[src/rtl/apb_mst_pkg.sv]
// Shared types for the APB command master: FSM state encoding, default widths
// and the response payload.
package apb_mst_pkg;

    localparam int unsigned APB_ADDR_WD = 12;
    localparam int unsigned APB_DATA_WD = 32;

    typedef enum logic [1:0] {
        IDLE   = 2'd0,
        SETUP  = 2'd1,
        ACCESS = 2'd2,
        RESP   = 2'd3
    } apb_mst_state_e;

    typedef struct packed {
        logic [APB_DATA_WD-1:0] rdata;
        logic                   err;
        logic                   timeout;
    } apb_rsp_t;

endpackage

[src/rtl/apb_mst_timer.sv]
// ACCESS-phase wait-state counter; expired flags the last allowed wait cycle.
module apb_mst_timer #(
    parameter int unsigned TIMEOUT_CYC = 256
) (
    input  logic pclk,
    input  logic preset,
    input  logic clr,
    input  logic inc,
    output logic expired
);

    localparam int unsigned CNT_WD = (TIMEOUT_CYC > 2) ? $clog2(TIMEOUT_CYC) : 1;
    localparam logic [CNT_WD-1:0] CNT_LAST = CNT_WD'(TIMEOUT_CYC - 1);

    logic [CNT_WD-1:0] cnt_q;
    logic [CNT_WD-1:0] cnt_d;

    // Saturates at CNT_LAST so the count never wraps, even if inc is held.
    always_comb begin
        cnt_d = cnt_q;
        if (clr) begin
            cnt_d = '0;
        end else if (inc && (cnt_q != CNT_LAST)) begin
            cnt_d = cnt_q + CNT_WD'(1);
        end
    end

    always_ff @(posedge pclk) begin
        if (preset) begin
            cnt_q   <= '0;
            expired <= 1'b0;
        end else begin
            cnt_q   <= cnt_d;
            expired <= (cnt_d == CNT_LAST);
        end
    end

endmodule

[src/rtl/apb_cmd_master.sv]
// APB initiator: turns a valid/ready command into one SETUP/ACCESS transfer and
// returns read data / slave error / timeout on a valid/ready response channel.
module apb_cmd_master
    import apb_mst_pkg::*;
#(
    parameter int unsigned ADDR_WD     = APB_ADDR_WD,
    parameter int unsigned DATA_WD     = APB_DATA_WD,
    parameter int unsigned TIMEOUT_CYC = 256
) (
    input  logic               pclk,
    input  logic               preset,
    input  logic               cmd_valid,
    output logic               cmd_ready,
    input  logic               cmd_write,
    input  logic [ADDR_WD-1:0] cmd_addr,
    input  logic [DATA_WD-1:0] cmd_wdata,
    output logic               rsp_valid,
    input  logic               rsp_ready,
    output logic [DATA_WD-1:0] rsp_rdata,
    output logic               rsp_err,
    output logic               rsp_timeout,
    output logic               psel,
    output logic               penable,
    output logic               pwrite,
    output logic [ADDR_WD-1:0] paddr,
    output logic [DATA_WD-1:0] pwdata,
    input  logic [DATA_WD-1:0] prdata,
    input  logic               pready,
    input  logic               pslverr
);

    apb_mst_state_e     state_q, state_d;
    logic               cmd_ready_q, cmd_ready_d;
    logic               psel_q, psel_d;
    logic               penable_q, penable_d;
    logic               pwrite_q, pwrite_d;
    logic [ADDR_WD-1:0] paddr_q, paddr_d;
    logic [DATA_WD-1:0] pwdata_q, pwdata_d;
    logic               rsp_valid_q, rsp_valid_d;
    apb_rsp_t           rsp_q, rsp_d;

    logic timer_clr;
    logic timer_inc;
    logic timer_expired;

    assign timer_clr = (state_q == IDLE) && cmd_valid;
    assign timer_inc = (state_q == ACCESS) && !pready;

    apb_mst_timer #(
        .TIMEOUT_CYC (TIMEOUT_CYC)
    ) u_timer (
        .pclk    (pclk),
        .preset  (preset),
        .clr     (timer_clr),
        .inc     (timer_inc),
        .expired (timer_expired)
    );

    // Next-state and next-register values; everything holds unless changed.
    always_comb begin
        state_d     = state_q;
        cmd_ready_d = cmd_ready_q;
        psel_d      = psel_q;
        penable_d   = penable_q;
        pwrite_d    = pwrite_q;
        paddr_d     = paddr_q;
        pwdata_d    = pwdata_q;
        rsp_valid_d = rsp_valid_q;
        rsp_d       = rsp_q;

        case (state_q)
            IDLE: begin
                if (cmd_valid) begin
                    pwrite_d    = cmd_write;
                    paddr_d     = cmd_addr;
                    pwdata_d    = cmd_wdata;
                    psel_d      = 1'b1;
                    cmd_ready_d = 1'b0;
                    state_d     = SETUP;
                end
            end
            SETUP: begin
                penable_d = 1'b1;
                state_d   = ACCESS;
            end
            ACCESS: begin
                // pready wins over a timeout landing in the same cycle.
                if (pready) begin
                    rsp_d.rdata   = (!pwrite_q && !pslverr) ? APB_DATA_WD'(prdata) : '0;
                    rsp_d.err     = pslverr;
                    rsp_d.timeout = 1'b0;
                    psel_d        = 1'b0;
                    penable_d     = 1'b0;
                    rsp_valid_d   = 1'b1;
                    state_d       = RESP;
                end else if (timer_expired) begin
                    rsp_d.rdata   = '0;
                    rsp_d.err     = 1'b1;
                    rsp_d.timeout = 1'b1;
                    psel_d        = 1'b0;
                    penable_d     = 1'b0;
                    rsp_valid_d   = 1'b1;
                    state_d       = RESP;
                end
            end
            RESP: begin
                if (rsp_ready) begin
                    rsp_valid_d = 1'b0;
                    cmd_ready_d = 1'b1;
                    state_d     = IDLE;
                end
            end
            default: begin
                state_d = IDLE;
            end
        endcase
    end

    always_ff @(posedge pclk) begin
        if (preset) begin
            state_q     <= IDLE;
            cmd_ready_q <= 1'b1;
            psel_q      <= 1'b0;
            penable_q   <= 1'b0;
            pwrite_q    <= 1'b0;
            paddr_q     <= '0;
            pwdata_q    <= '0;
            rsp_valid_q <= 1'b0;
            rsp_q       <= '0;
        end else begin
            state_q     <= state_d;
            cmd_ready_q <= cmd_ready_d;
            psel_q      <= psel_d;
            penable_q   <= penable_d;
            pwrite_q    <= pwrite_d;
            paddr_q     <= paddr_d;
            pwdata_q    <= pwdata_d;
            rsp_valid_q <= rsp_valid_d;
            rsp_q       <= rsp_d;
        end
    end

    assign cmd_ready   = cmd_ready_q;
    assign psel        = psel_q;
    assign penable     = penable_q;
    assign pwrite      = pwrite_q;
    assign paddr       = paddr_q;
    assign pwdata      = pwdata_q;
    assign rsp_valid   = rsp_valid_q;
    assign rsp_rdata   = DATA_WD'(rsp_q.rdata);
    assign rsp_err     = rsp_q.err;
    assign rsp_timeout = rsp_q.timeout;

endmodule

[config.mk]
export PLATFORM = sky130hd
export DESIGN_NAME = apb_cmd_master
export DESIGN_NICKNAME = d
export VERILOG_FILES = /design/src/rtl/apb_mst_pkg.sv /design/src/rtl/apb_mst_timer.sv /design/src/rtl/apb_cmd_master.sv
export SDC_FILE = /design/constraint.sdc
export NUM_CORES = 1
export LEC_CHECK = 0
export ABC_AREA = 1
export CORE_MARGIN = 4
export CORE_UTILIZATION = 40
export CTS_CLUSTER_DIAMETER = 150
export CTS_CLUSTER_SIZE = 14
export DETAILED_ROUTE_END_ITERATION = 8
export DONT_BUFFER_PORTS = 1
export PLACE_DENSITY = 0.61
export SETUP_SLACK_MARGIN = 0.5
export SLEW_MARGIN = 15
export SYNTH_ARGS = -nofsm -noshare
export SYNTH_HDL_FRONTEND = slang
export SYNTH_SLANG_ARGS = --single-unit
[constraint.sdc]
create_clock -name pclk -period 1.6 [get_ports pclk]
set_input_delay 0.32 -clock pclk [delete_from_list [all_inputs] [get_ports pclk]]
set_output_delay 0.32 -clock pclk [all_outputs]
set_load 0.02 [all_outputs]
==> flow_summary.json, run 1 <==
{
  "die-area_mm2": 0.0103,
  "clkTransAtPathRegs_ns": 0.09,
  "hold_viol": 0,
  "synth_top_family_by_area": "simple AND/OR/NAND/NOR gates",
  "viasPerCell": 5.51,
  "max_stage_delay_ns": 0.36,
  "antenna_found_initial": 0,
  "diodes": 0,
  "yosys.area_share.simple_pct": 23.0,
  "peakVddDrop_mv": 0.976,
  "grt_pass1_vias": 3190,
  "worst_pin_slew_ns": 0.872,
  "grt_overflow": 0,
  "power_leakage_nw": 2.17,
  "drtIter0Drc": 244,
  "placementRows": 33,
  "ctsHoldBuffers": 2,
  "critPathMaxFanout": 5,
  "port_buffers": 0,
  "path_buf_inv": 4,
  "crit_family": "simple AND/OR/NAND/NOR gates",
  "first_pass_iters": 4,
  "syn_inst": 441,
  "slowest_stage": "dfxtp_2",
  "fillers": 615,
  "cts_sinks": 94,
  "drcViolationCount": 0,
  "initial_core_util_pct": 41.9,
  "power_mw": 8.35,
  "min_path_type": "in2reg",
  "drive_above_1_share_pct": 65.4,
  "vias": 3251,
  "dp_hpwl_um": 6080,
  "areaGrowthSynthToFinish_pct": 61.4,
  "crit_arrival_ns": 1.76,
  "synthTopCellsByArea": "dfxtp_1 54%, nand2_1 13%, a21oi_1 6.9%",
  "fin_nets": 568,
  "synth_top_area_share_pct": 53.8,
  "grtUsageTotal_pct": 20.0,
  "detail_route.wl_per_cell_um": 19.1,
  "root_buffer": "clkbuf_8",
  "place_inst": 527,
  "critical_path.startpoint": "state_q[0]$_SDFFE_PP0P_",
  "final_common_cell": "dfxtp_4",
  "timing.rr.start": "state_q[0]$_SDFFE_PP0P_",
  "syn-cell-area_mm2": 0.00349,
  "max-clock-path-buffers": 2,
  "place_congestion": 0.913,
  "slew_viol_final": 0,
  "status": "completed",
  "syn_nets": 529,
  "end_kind": "flip-flop",
  "critical_path_class": "reg2reg",
  "final_cell_mix": "78 x dfxtp_4, 47 x nor2_1, 46 x nand2_4, 46 x a21oi_2, 46 x nand2_1",
  "dpl-instance-area_mm2": 0.00368,
  "fin_area_mm2": 0.00564,
  "ant_nets": 0,
  "yosys.area_share.xor_xnor_pct": 0,
  "setup.reg_to_reg.worst_slack_ns": 0.14,
  "crit_chain": "inv_4 > ha_4 > inv_4 > nor2_4 > buf_4 > buf_6 > nand3_2 > nand3_2 > nor2_2 > nand2_1 > nor2_1",
  "worstSkewPairLatency_ns": 0.36,
  "layout_min_cycle_time_ns": 1.46,
  "synth_cell_types": 21,
  "synth-seq-cells": 94,
  "reg2reg_depth": 11,
  "fin_crit_sh_pct": 91.2,
  "ys_warn_count": 0,
  "timing.final.ws_setup_ns": 0.141,
  "setup_viol": 0,
  "grt_max_degree": 77,
  "die_w_um": 101,
  "synth.avg_cell_area_um2": 7.92,
  "hold_ws_ns": 0.00793,
  "min_path_cells": 1,
  "post-place-ws_ns": 0.159,
  "ioPinCount": 166,
  "maxSlewHeadroom_pct": 41.7,
  "cp.required_ns": 1.90,
  "maxCapViolations": 0,
  "die_h_um": 101,
  "worstSetupStartpointType": "flip-flop",
  "synth_fa_ha_area_share_pct": 1.79,
  "rsz0062_at_grt": "true",
  "synth_compound_area_share_pct": 15.7,
  "stdcell_count": 590,
  "rr_endpoint": "u_timer.expired$_SDFF_PP0_",
  "ys_seq_area_share_pct": 53.8,
  "grt_pass1_wl_um": 16100,
  "p_per_area_mw_per_mm2": 1480,
  "crit_cells": 11,
  "core-area_mm2": 0.00834,
  "utilization_pct": 67.6,
  "fmax_mhz": 685,
  "cts_tree": "done",
  "endpoint": "u_timer.expired$_SDFF_PP0_",
  "tns_ns": 0,
  "cts-buffers-inserted": 9,
  "clock-skew-final_ns": 0.0113,
  "wl_um": 11300,
  "synth.largest_area_cell": "dfxtp_1",
  "yosys-mux-area-fraction_pct": 0,
  "cts_max_level": 3
}
==> synthesized netlist by cell type <==
master / instances
nand2_1: 122
dfxtp_1: 94
nor2_1: 58
a21oi_1: 48
a22oi_1: 32
inv_1: 22
nand3_1: 17
clkbuf_1: 15
buf_2: 10
ha_1: 5
o21ai_0: 4
a211oi_1: 3
nor3_1: 2
o21bai_1: 2
a31oi_1: 1
buf_4: 1
nand4_1: 1
nor2_2: 1
nor2_4: 1
nor3_2: 1
o21ai_1: 1
==> final cells by class <==
type,instances,area [um^2],share of cell area [%]
Clock inverter,6,68.8,1.22
Sequential cell,94,2190,38.8
Multi-Input combinational cell,299,2220,39.4
Timing Repair Buffer,54,791,14.0
Clock buffer,10,138,2.44
Inverter,22,105,1.86
Tap cell,105,131,2.33
==> worst min-delay path by stage <==
| stage | startpoint | to | slack, ns |
|---|---|---|---|
| 2_1_floorplan | rsp_ready | cmd_ready$_SDFFE_PP1P_ | 0.46 |
| 6_report | preset | pwdata[31]$_SDFFE_PP0P_ | 0.008 |
| 4_1_cts | preset | pwdata[3]$_SDFFE_PP0P_ | 0.002 |
| 3_3_place_gp | preset | paddr[11]$_SDFFE_PP0P_ | 0.40 |
| 5_1_grt | preset | pwdata[31]$_SDFFE_PP0P_ | -0.01 |
| 3_5_place_dp | preset | pwdata[0]$_SDFFE_PP0P_ | 0.40 |
==> sequential cells by signal, indices dropped and copies added (netlist names) <==
register	cells
cmd_ready	1
psel	1
penable	1
rsp_err	1
rsp_valid	1
u_timer.cnt_q	8
rsp_rdata	32
u_timer.expired	1
state_q	2
rsp_timeout	1
pwdata	32
pwrite	1
paddr	12
==> logic make-up (layout without fill, tap and decap cells) <==
group                      after synthesis  count (layout)
and+or+nand+nor                        203             203
AOI/OAI and AO/OA                       91              91
buffers and inverters                   48              92
adders and majority gates                5               5
DFF                                     94              94
==> where the power goes <==
part	total, mW	leakage [nW]	switching, mW	internal (mW)
registers	3.36	0.827	0.641	2.72
logic	3.37	1.24	1.61	1.76
clock network	1.62	0.103	0.849	0.773
total	8.35	2.17	3.10	5.26
==> routing by layer <==
layer | GRT usage (%) | share of wire, %
met4 | 8.59 | 2.4
met3 | 6.68 | 8.2
met5 | 0 | 0
met1 | 22.7 | 36
met2 | 34.4 | 53
==> what timing repair did <==
| action | 4_1_cts | 5_1_grt |
|---|---|---|
| gates cloned | 8 | 1 |
| setup buffers | 29 | 7 |
| gates resized for setup | 255 | 149 |
| pin swaps | 54 | 36 |
| setup endpoints to repair | 177 | 175 |
| hold endpoints to repair | 12 | 20 |
==> worst register-to-register path, delay by kind of cell, from the launching register on <==
kind | cells | cell delay [ns]
fa+ha+maj | 1 | 0.18
buf+inv | 4 | 0.35
flops | 1 | 0.36
simple gates | 6 | 0.52
Power figures use the tool's default switching activity.
==> inputs of run 2 (changes only) <==
SYNTH_HIERARCHICAL = 1   (was not set)
==> run 2 against run 1 <==
Net effect:
- the flow now finishes with violations (setup timing)
- first-iteration DRC count fell by 14%
- non-clock buffer count fell by 7
- design area fell by 7.3%
- fmax fell by 9.1%
- register-to-register slack got worse by 0.15 ns
- largest cell class is now registers
- largest power group is now registers
==> flow_summary.json, run 2 <==
{
  "synth_cell_types": 26,
  "ys_seq_area_share_pct": 50.7,
  "drcViolationCount": 0,
  "timing.final.ws_setup_ns": -0.00479,
  "wl_um": 11500,
  "post-place-ws_ns": 0.0371,
  "power_frac_comb_pct": 34.1,
  "setup.reg_to_reg.worst_slack_ns": -0.005,
  "clock-skew-final_ns": 0.0117,
  "synth.avg_cell_area_um2": 7.76,
  "ioPinCount": 166,
  "synth_fa_ha_area_share_pct": 1.69,
  "setup_viol": 1,
  "hold_start": "preset",
  "place_congestion": 0.817,
  "status": "complete, but fails checks",
  "antenna_found_initial": 0,
  "cts_max_level": 3,
  "worstSkewPairLatency_ns": 0.36,
  "slew_viol_final": 0,
  "final_common_cell": "nor2_1",
  "root_buffer": "clkbuf_8",
  "synth_top_family_by_area": "simple AND/OR/NAND/NOR gates",
  "die_w_um": 104,
  "utilization_pct": 58.8,
  "fillers": 763,
  "timing.rr.start": "state_q[0]$_SDFFE_PP0P_",
  "vias": 3376,
  "synthTopCellsByArea": "dfxtp_1 51%, nor2_1 11%, nand2_1 9.1%",
  "critPathMaxFanout": 5,
  "critical_path_class": "reg2reg",
  "fmax_mhz": 623,
  "dp_hpwl_um": 6460,
  "first_pass_iters": 4,
  "fin_crit_sh_pct": 100,
  "worstSetupStartpointType": "flip-flop",
  "grt_max_degree": 52,
  "placementRows": 34,
  "initial_core_util_pct": 41.7,
  "cts-buffers-inserted": 9,
  "critical_path.startpoint": "state_q[0]$_SDFFE_PP0P_",
  "diodes": 0,
  "yosys.area_share.simple_pct": 32.0,
  "p_sw_mw": 3.11,
  "max-clock-path-buffers": 2,
  "synth_top_area_share_pct": 50.7,
  "min_path_type": "in2reg",
  "cp.required_ns": 1.91,
  "internal_power_mw": 4.91,
  "synth.largest_area_cell": "dfxtp_1",
  "clkPwrFrac_pct": 19.8,
  "fin_nets": 596,
  "multi_input_area_mm2": 0.00198,
  "reg2reg_depth": 12,
  "cts_sinks": 94,
  "synth_common_cells": "105 x nor2_1, 94 x dfxtp_1, 90 x nand2_1",
  "grt_overflow": 0,
  "drtIter0Drc": 211,
  "ys_async_sr_fraction_pct": 0,
  "synth_edf_count": 0,
  "grt_pass1_wl_um": 16000,
  "crit_arrival_ns": 1.91,
  "rr_endpoint": "u_timer/expired$_SDFF_PP0_",
  "die_h_um": 104,
  "syn-cell-area_mm2": 0.00371,
  "endpoint": "u_timer/expired$_SDFF_PP0_",
  "ant_nets": 0,
  "areaGrowthSynthToFinish_pct": 41.0,
  "maxSlewHeadroom_pct": 74.0,
  "clkTransAtPathRegs_ns": 0.10,
  "synth_ff_type": "dfxtp_1",
  "rsz0062_at_grt": "true",
  "synth-seq-cells": 94,
  "drive_above_1_share_pct": 48.8,
  "synth_compound_area_share_pct": 8.06,
  "final_cell_mix": "99 x nor2_1, 78 x dfxtp_4, 48 x nand2_1",
  "end_kind": "flip-flop",
  "violations": "setup timing",
  "syn_inst": 478,
  "detail_route.wl_per_cell_um": 18.6,
  "viasPerCell": 5.45,
  "regArea_mm2": 0.00219,
  "dpl-instance-area_mm2": 0.00381,
  "grt_pass1_vias": 3168,
  "ys_warn_count": 6,
  "core-area_mm2": 0.00889,
  "die-area_mm2": 0.0109,
  "maxCapViolations": 0,
  "seq_power_share_pct": 46.1,
  "hold_viol": 0,
  "peakVddDrop_mv": 0.970,
  "yosys-mux-area-fraction_pct": 0,
  "yosys.area_share.xor_xnor_pct": 0,
  "power_mw": 8.03,
  "p_per_area_mw_per_mm2": 1530,
  "worst_pin_slew_ns": 0.389,
  "cts_tree": "done",
  "port_buffers": 0,
  "grtUsageTotal_pct": 17.7,
  "sw_frac_of_total_pct": 38.8,
  "fin_area_mm2": 0.00523,
  "power_leakage_nw": 2.30,
  "synthMostInstantiatedCell": "nor2_1",
  "syn_nets": 566,
  "layout_min_cycle_time_ns": 1.60,
  "min_path_cells": 1
}
[run 2: cell count changes in the layout (fill, tap and decap cells not counted), sizes merged, moves of 9 or more]
cell	delta
nor2	+50
a21oi	-39
o21ai	+42
a22oi	-32
nand4	+31
nand2	-16
buf	-9
[run 2: worst max-delay path, cell delays in order (launching register included)]
cell	delay, ns
dfxtp_2	0.33
inv_2	0.07
ha_4	0.14
inv_4	0.04
nor2_4	0.15
inv_1	0.11
nor2_4	0.16
nand2_1	0.07
nand2_1	0.05
nand3_1	0.10
nor2_2	0.14
nand3_1	0.10
nor2_2	0.08
[run 2: worst min-delay path by stage]
| stage | endpoint | slack, ns |
|---|---|---|
| 2_1_floorplan | state_q[0]$_SDFFE_PP0P_ | 0.38 |
| 3_3_place_gp | state_q[0]$_SDFFE_PP0P_ | 0.39 |
| 3_5_place_dp | state_q[0]$_SDFFE_PP0P_ | 0.39 |
| 6_report | u_timer/cnt_q[4]$_SDFF_PP0_ | 0.02 |
| 5_1_grt | u_timer/cnt_q[5]$_SDFF_PP0_ | -0.006 |
| 4_1_cts | psel$_SDFFE_PP0P_ | 0.006 |
[run 2: routing by layer]
layer | vias up | part of all wire (%) | GRT usage, %
met2 | 128 | 52 | 30.1
met4 | 0 | 1.8 | 6.17
met5 | - | 0 | 0
li1 | 1622 | - | -
met1 | 1605 | 38 | 19.7
met3 | 21 | 8.2 | 7.88
[run 2: cell type report]
cell class / count / share of cell area, %
well taps: 108 / 2.58
flip-flops and latches: 94 / 41.8
multi-input cells: 333 / 37.8
repair buffers: 47 / 12.3
clock buffers: 9 / 2.37
clock inverters: 6 / 1.34
inverters: 23 / 1.79
[run 2: cells by family (layout without fill, tap and decap cells)]
kind of cell,Yosys count,in the layout
buffers and inverters,52,85
and+or+nand+nor,269,270
AOI/OAI and AO/OA,58,58
adders and majority gates,5,5
DFF,94,94
[run 2: power groups by stage]
stage	Sequential (mW)	Clock [mW]	Combinational, mW
global route	3.75	1.76	2.97
floorplan	3.50	0	1.27
detailed placement	3.60	0	1.49
CTS	3.65	1.63	2.00
finish	3.70	1.59	2.74
global placement	3.59	0	1.45
[run 2: repair_timing]
| item | in CTS | in global routing |
|---|---|---|
| buffers inserted | 15 | 10 |
| pin swaps | 16 | 37 |
| setup endpoints to repair | 175 | 175 |
| resized for setup | 160 | 151 |
| hold endpoints to repair | 0 | 4 |
| gates cloned | 4 | 7 |
| hold buffers | 0 | 1 |
[run 2: per-stage QoR]
stage               hold WS (ns)  TNS (ns)  instances
global route            -0.00606    -0.202        620
global placement           0.388         0        568
floorplan                  0.382         0        478
CTS                      0.00630         0        602
finish                    0.0236  -0.00479        620
detailed placement         0.387         0        568
==> inputs of run 3 (changes only) <==
CORE_ASPECT_RATIO = 1.4   (was not set)
GPL_ROUTABILITY_DRIVEN = 0   (was not set)
==> run 3 against run 2 <==
Net effect:
- the run now ends clean
- register-to-register slack better by 0.06 ns
- setup slack better by 0.059 ns
- global-route usage is 0.72 points higher
- combinational power hardly changed
- total power is 6.6% higher
- design area is 2.3% lower
- critical path type unchanged
- largest power group unchanged
- highest routed layer unchanged
==> flow_summary.json, run 3 (synthesis results as in run 2) <==
{
  "status": "completed",
  "root_buffer": "clkbuf_16",
  "die-area_mm2": 0.0109,
  "cts_sinks": 94,
  "first_pass_iters": 4,
  "grt-busiest-layer": "met2",
  "timing.rr.start": "state_q[0]$_SDFFE_PP0P_",
  "port_buffers": 0,
  "placementRows": 41,
  "fin_area_mm2": 0.00511,
  "diodes": 0,
  "rsz0062_at_grt": "true",
  "max-clock-path-buffers": 2,
  "grt_max_degree": 42,
  "maxSlewHeadroom_pct": 73.0,
  "detail_route.wl_per_cell_um": 17.6,
  "grt_overflow": 0,
  "critical_path_class": "reg2reg",
  "grt_pass1_wl_um": 15600,
  "critPathMaxFanout": 8,
  "grt_use_met2_pct": 32.7,
  "min_path_type": "in2reg",
  "fin_nets": 601,
  "drtIter0Drc": 139,
  "layout_min_cycle_time_ns": 1.55,
  "ant_nets": 0,
  "grtUsageTotal_pct": 18.5,
  "tns_ns": 0,
  "fin_crit_sh_pct": 96.6,
  "worstSkewPairLatency_ns": 0.34,
  "areaGrowthSynthToFinish_pct": 37.8,
  "power_leakage_nw": 2.22,
  "viasPerCell": 5.30,
  "die_h_um": 122,
  "vias": 3315,
  "setup.reg_to_reg.worst_slack_ns": 0.05,
  "setup_viol": 0,
  "cts-buffers-inserted": 9,
  "ctsHoldBuffers": 0,
  "crit_chain": "inv_4 > ha_4 > buf_4 > nand2_4 > nand2_4 > nor2_4 > buf_12 > buf_6 > buf_16 > nand2_1 > nand2_1",
  "dpl-instance-area_mm2": 0.00381,
  "end_kind": "flip-flop",
  "slew_viol_final": 0,
  "ioPinCount": 166,
  "use_met1_pct": 19.0,
  "wl_um": 11000,
  "p_per_area_mw_per_mm2": 1670,
  "grt_pass1_vias": 3182,
  "critical_path.startpoint": "state_q[0]$_SDFFE_PP0P_",
  "drive_above_1_share_pct": 49.0,
  "crit_family": "buffers and inverters",
  "fillers": 785,
  "hold_viol": 0,
  "antenna_found_initial": 0,
  "fmax_mhz": 647,
  "maxCapViolations": 0,
  "initial_core_util_pct": 41.1,
  "dp_hpwl_um": 6760,
  "max_stage_delay_ns": 0.35,
  "grt_util_met3_pct": 7.58,
  "core-area_mm2": 0.00903,
  "crit_arrival_ns": 1.82,
  "hold_start": "preset",
  "final_cell_mix": "97 x nor2_1, 86 x dfxtp_2, 79 x nand2_1",
  "cp.required_ns": 1.87,
  "cts_max_level": 3,
  "cts_tree": "done",
  "die_w_um": 89.4,
  "hold_ws_ns": 0.0419,
  "worstSetupStartpointType": "flip-flop",
  "worst_pin_slew_ns": 0.405,
  "slowest_stage": "dfxtp_2",
  "clock-skew-final_ns": 0.00911,
  "final_common_cell": "nor2_1",
  "path_buf_inv": 5,
  "clkTransAtPathRegs_ns": 0.06,
  "peakVddDrop_mv": 1.16,
  "drcViolationCount": 0
}
[run 3: per-layer routing]
layer | share of wire [%] | wire, um
met1 | 36 | 3920
met2 | 53 | 5780
met3 | 9.9 | 1090
met4 | 1.8 | 193
met5 | 0 | 0
[run 3: cell type report]
type,count,area [um^2],area share [%]
clock buffer,12,246,4.82
clock inverter,4,55.1,1.08
inverter,23,106,2.08
multi-input combinational,333,1910,37.5
sequential,94,2000,39.1
tap,107,134,2.62
timing repair buffer,52,657,12.9
[run 3: what timing repair did]
item / in CTS / in global routing
gates resized for setup: 143 / 94
setup endpoints to repair: 177 / 94
pin swaps: 15 / 11
cloned: 4 / 7
setup buffers: 16 / 14
[run 3: power by group]
part	internal [mW]	switching [mW]	total, mW
Combinational	1.33	1.43	2.76
Clock	1.26	0.867	2.13
Sequential	2.87	0.799	3.66
[run 3: worst paths after layout]
path | endpoint | cells past startpoint
max reg2reg | rsp_rdata[16]$_SDFFE_PP0P_ | 11
min reg2reg | rsp_rdata[8]$_SDFFE_PP0P_ | 2
max | rsp_rdata[16]$_SDFFE_PP0P_ | 11
min | state_q[0]$_SDFFE_PP0P_ | 1
[run 3: metrics by stage]
stage | setup WS (ns) | cells | utilization [%] | power [mW]
floorplan | 0.170 | 478 | - | 4.77
global placement | 0.0974 | 568 | 42.2 | 5.07
detailed placement | 0.0444 | 568 | 42.2 | 5.13
CTS | 0.120 | 604 | 50.9 | 7.86
global route | -0.0181 | 625 | 56.6 | 9.02
finish | 0.0539 | 625 | 56.6 | 8.55
